## src/rtl/booth_dp.sv

```systemverilog
// Radix-2 Booth multiplier datapath: M, guarded accumulator A, multiplier Q,
// guard bit Q-1 and iteration counter, driven by an 8-bit micro-op control word.
module booth_dp #(
    parameter int unsigned W = 8
) (
    input  logic         clk,
    input  logic         rst,
    input  logic [W-1:0] inbus,
    input  logic [7:0]   c,
    output logic [W-1:0] outbus,
    output logic         q0,
    output logic         qm,
    output logic         count
);

    localparam int unsigned CW = $clog2(W);

    logic [W-1:0]  m_q, m_d;
    logic [W:0]    a_q, a_d;
    logic [W-1:0]  q_q, q_d;
    logic          qm1_q, qm1_d;
    logic [CW-1:0] cnt_q, cnt_d;
    logic [W-1:0]  outbus_q, outbus_d;

    logic [W:0]    m_ext;
    logic [W:0]    a_sum;
    logic [W:0]    a_pre;
    logic          cnt_last;

    assign cnt_last = (cnt_q == CW'(W - 1));

    always_comb begin
        m_d      = m_q;
        a_d      = a_q;
        q_d      = q_q;
        qm1_d    = qm1_q;
        cnt_d    = cnt_q;
        outbus_d = outbus_q;

        m_ext = {m_q[W-1], m_q};
        a_sum = c[3] ? (a_q - m_ext) : (a_q + m_ext);
        a_pre = c[2] ? a_sum : a_q;

        // The shift consumes the post-add accumulator, giving a fused Booth step.
        if (c[4]) begin
            a_d   = {a_pre[W], a_pre[W:1]};
            q_d   = {a_pre[0], q_q[W-1:1]};
            qm1_d = q_q[0];
        end else if (c[2]) begin
            a_d = a_pre;
        end

        if (c[1]) begin
            q_d = inbus;
        end

        if (c[5]) begin
            cnt_d = cnt_last ? '0 : cnt_q + CW'(1);
        end

        if (c[0]) begin
            m_d   = inbus;
            a_d   = '0;
            qm1_d = 1'b0;
            cnt_d = '0;
        end

        if (c[6]) begin
            outbus_d = a_q[W-1:0];
        end else if (c[7]) begin
            outbus_d = q_q;
        end
    end

    always_ff @(posedge clk or posedge rst) begin
        if (rst) begin
            m_q      <= '0;
            a_q      <= '0;
            q_q      <= '0;
            qm1_q    <= 1'b0;
            cnt_q    <= '0;
            outbus_q <= '0;
        end else begin
            m_q      <= m_d;
            a_q      <= a_d;
            q_q      <= q_d;
            qm1_q    <= qm1_d;
            cnt_q    <= cnt_d;
            outbus_q <= outbus_d;
        end
    end

    assign outbus = outbus_q;
    assign q0     = q_q[0];
    assign qm     = qm1_q;
    assign count  = cnt_last;

endmodule

```

## config.mk

```make
export PLATFORM = sky130hd
export DESIGN_NAME = booth_dp
export DESIGN_NICKNAME = d
export VERILOG_FILES = /design/src/rtl/booth_dp.sv
export SDC_FILE = /design/constraint.sdc
export NUM_CORES = 1
export LEC_CHECK = 0
export ABC_AREA = 0
export CORE_AREA = 2 2 68 70
export DETAILED_ROUTE_END_ITERATION = 7
export DIE_AREA = 0 0 70 72
export DONT_BUFFER_PORTS = 1
export PLACE_DENSITY = 0.74
export SLEW_MARGIN = 20
export SYNTH_ARGS = -nofsm -noshare
export SYNTH_HDL_FRONTEND = slang
export SYNTH_SLANG_ARGS = --single-unit
```

## constraint.sdc

```tcl
create_clock -name clk -period 2.4 [get_ports clk]
set_input_delay 0.24 -clock clk [delete_from_list [all_inputs] [get_ports clk]]
set_output_delay 0.24 -clock clk [all_outputs]
set_load 0.02 [all_outputs]
```

Yosys cells after proc, flatten, opt, wreduce, memory -nomap -nowiden --
Index checks and enable logic that the tools add are counted. Widths: inputs -> output; s select.
Operators by class: add/subtract/negate cells 3, eq/ne operators 1, multiplexer cells 14, reductions and logical operators 5
Operators by type and width (number):
- $mux 9 | 5
- $mux 8 | 4
- $add 9x9->9 | 1
- $mux 3 | 3
- $sub 9x9->9 | 1
- $reduce_bool 2->1 | 4
- $add 3x1->3 const B | 1
- $eq 3x3->1 const B | 1
- $reduce_bool 3->1 | 1
- $mux 1 | 2
Word-level totals: flip-flop bits (word level) 37, input bits 18, word-level logic and storage cells 29

Longest topological paths before layout --
depth after elaboration 6, depth in mapped cells 12, gate-level depth less buffers 11

Worst setup path before layout --
Ideal clock, no wire load.
path kind reg-to-reg, start point reg m_q[2], end point reg a_q[7], setup time 0.080 ns, arrival time 2.255 ns, data required time 2.320 ns, path slack 0.064 ns, cell stages (with the launch flop) 11, path buffers 0, clock period less this slack 2.336 ns, cells stage by stage dfrtp_1 nor3_1 nand2b_1 o41ai_1 xor2_1 ha_1 nor2_1 a21oi_1 a211o_1 and4b_4 nor3_2
Between the ends: word-level cells in the longest chain between the ends 6, elaborated cells on any way between the ends 7
Ends and longest elaborated chain:
- start: declaration | line 18 | logic [W-1:0] m_q, m_d;
- start signal: assignment | line 84 | m_q <= m_d;
- $add 9x9->9 / $sub 9x9->9 (equally long branches) | line 41 | a_sum = c[3] ? (a_q - m_ext) : (a_q + m_ext);
- $mux 9 * | line 41
- $mux 9 * | line 42 | a_pre = c[2] ? a_sum : a_q;
- $mux 9 | line 49 | end else if (c[2]) begin
- $mux 9 * | line 45 | if (c[4]) begin
- $mux 9 * | line 61 | if (c[0]) begin
- end signal: assignment | line 78 | a_q <= '0;
- end signal: assignment | line 85 | a_q <= a_d;
- end: declaration | line 19 | logic [W:0] a_q, a_d;
Every way passes the cells marked *; elsewhere a longest branch is shown, timed or not. The select of a mux whose other input is x is not followed. A chain may end at the register's enable or synchronous reset.

Worst setup path after layout --
start point reg m_q[0], end point reg a_q[7]
Same word-level chain as after synthesis.

==> flow_summary.ini <==
[timing]
maxSlewViolCount = 0
period_share_pct = 107
post-route-worst-setup-slack_ns = -0.175
fin_skew_ns = 0.00955
rsz0062_at_grt = true
worst_pin_slew_ns = 0.478
slew_headroom_pct = 67.9
fmax_ghz = 0.388
holdWs_ns = 0.00916
hold_viol_final = 0
period_needed_ns = 2.57
report.final.setup_viol = 5

[die]
start_util_pct = 55.3
num_io_pins = 29
die_h_um = 72
core_area_um2 = 4260
die_w_um = 70
die_area_um2 = 5040
num_rows = 24

[synth]
synth_top_family_by_area = compound AO/OA/AOI/OAI gates
synthTopCellsByCount = dfrtp_1, mux2i_1, nand2_1, o21ai_0, nor2_1
synth_top_area_share_pct = 39.3
syn_avg_cell_area_um2 = 9.86
yosys_warnings = 0
synth_compound_area_share_pct = 20.1
synth.area.top_cells = dfrtp_1, mux2i_1, ha_1
synthFlopType = dfrtp_1
yosysMostFrequentCell = dfrtp_1
synthSimpleGateAreaFrac_pct = 13.5
async_reset_ff_share_pct = 100
synth_xor_xnor_area_share_pct = 3.34
ys_ff_latch = 37
synth_adder_area_share_pct = 6.69
yosys.area.top_type = dfrtp_1
synth.mux.area_fraction_pct = 12.6
synth_cell_types = 51
synth_fp_nets = 269
seq_area_frac_synth_pct = 39.3
synth-edff-count = 0
syn_inst = 239
synth_area_um2 = 2360

[grt]
antenna_found_initial = 0
overflow = 0
grt_max_degree = 30
first_global_vias = 1875
grt_pass1_wl_mm = 9.55
grt_usage_pct = 24.6

[cts]
clk_latency_ns = 0.30
cts.clk_slew.worst_paths_ns = 0.08
cts.sink_count = 37
clock-root-buffer = clkbuf_8
cts_tree = done
numCtsBuffers = 5
cts_buffer_depth = 2
htree_num_levels = 2

[final_layout]
drive_gt1_share_pct = 28.1
antennaDiodeCount = 0
layout.nets = 296
syn2layout_area_growth_pct = 21.2
num-fill-cells = 330

[pwr]
powerDensity_nw_per_um2 = 829
pwr-share-clk_pct = 23.3
p_seq_share_pct = 35.1
leakage_nw = 1.29
switching_share_pct = 36.2
switchingPower_w = 0.000857
p_comb_share_pct = 41.5
p_total_w = 0.00237
peakVddDrop_mv = 0.835
p_int_w = 0.00151

[detailed_routing]
drt_iter0_markers = 106
routed-via-count = 1967
detail_route.wl_per_cell_um = 19.5
drt_wl_total_mm = 6.23
ant_nets = 0
via_per_inst = 6.17
drc = 0
firstDrtPassIters = 4

[worst_setup_path]
critPathArrivalTime_ns = 2.79
reg2reg_slack_ns = -0.17
crit_path_end_kind = flop
worstSetupPathType = flop to flop
cp_max_fo = 4
cp.required_ns = 2.62
r2r_cells = 10
cp-start-kind = flop

[status]
outcome = complete, but fails checks
violations = negative setup slack

[hold_path]
holdPathStages = 1
hp-class = input port to flop

[flow_run]
maxCapViolations = 0

[place]
hpwl_mm = 3.98
io_buffer_count = 0
place_congestion = 0.937
[worst max-delay path, cell delays in order (launching register included)]
cell	delay, ns
dfrtp_1	0.42
nor3_2	0.23
nand2b_1	0.13
o21ai_1	0.17
xor2_1	0.21
ha_2	0.32
o21ai_2	0.16
a21oi_2	0.10
a211o_1	0.34
and4b_4	0.22
nor3_2	0.20
[power by group through the flow]
stage	combinational, W	sequential (W)	clock (W)
floorplan	0.000566	0.000805	0
global placement	0.000719	0.000834	0
detailed placement	0.000743	0.000837	0
CTS	0.000804	0.000828	0.000557
global route	0.00106	0.000840	0.000580
finish	0.000984	0.000832	0.000553
[path summary, 6_finish.rpt]
kind | startpoint | to
min in group asynchronous | rst | a_q[2]
worst max register to register | m_q[0] | a_q[7]
max in group asynchronous | rst | m_q[7]
worst max-delay path | m_q[0] | a_q[7]
worst min register to register | cnt_q[2] | cnt_q[2]
worst min-delay path | c[0] | a_q[0]
[what timing repair did]
| item | in CTS | in global routing |
|---|---|---|
| buffers inserted | 7 | 3 |
| endpoints found under the setup margin | 6 | 7 |
| endpoints found under the hold margin | 14 | 2 |
| pin swaps | 5 | 19 |
| hold buffers | 2 | 1 |
| gates resized for setup | 11 | 26 |
[cells in the final DEF (no fill, tap or decap), types with 5 or more instances in the layout]
master     n
o21ai_0   19
inv_1      9
mux2i_1   22
xnor2_1    6
a21o_1     5
buf_4     26
clkbuf_8   5
a21oi_1    7
nor2_1    14
dfrtp_1   37
nand2_1   22
ha_1       6
mux2_2     6
[metal layers]
metal	track usage [%]	vias up	share of wire [%]
met5	0	-	0
met4	11.5	0	4.0
met3	6.39	23	6.1
met2	41.4	71	51
met1	29.9	953	39
li1	-	920	-
[sequential cells by signal, summed over array words and instances, names as in the netlist]
signal	flops
a_q	9
q_q	8
qm	1
m_q	8
cnt_q	3
outbus	8
[metrics by stage]
| stage | std cells | instance area [um2] | util [%] | setup slack, ns | TNS [ns] |
|---|---|---|---|---|---|
| 2_1_floorplan | 239 | 2360 | - | 0.0643 | 0 |
| 3_3_place_gp | 298 | 2500 | 58.6 | -0.0664 | -0.219 |
| 3_5_place_dp | 298 | 2500 | 58.6 | -0.182 | -0.596 |
| 4_1_cts | 315 | 2720 | 63.7 | -0.117 | -0.310 |
| 5_1_grt | 319 | 2860 | 67.0 | -0.311 | -1.32 |
| 6_report | 319 | 2860 | 67.0 | -0.175 | -0.554 |
[cells by family after synthesis]
| group | count (synthesis) |
|---|---|
| adders and majority gates | 12 |
| buffers and inverters | 23 |
| and+or+nand+nor | 61 |
| AOI/OAI and AO/OA | 68 |
| xor gates and xnor gates | 9 |
| DFF | 37 |
| muxes | 29 |
[cell type report]
cell class	count	area [um2]	share of cell area [%]
tap	52	65.1	2.28
sequential	37	926	32.4
timing repair buffer	31	248	8.67
clock buffer	6	72.6	2.54
inverter	12	45.0	1.58
clock inverter	2	38.8	1.36
multi-input combinational	179	1460	51.2
(Power assumes the default switching activity.)
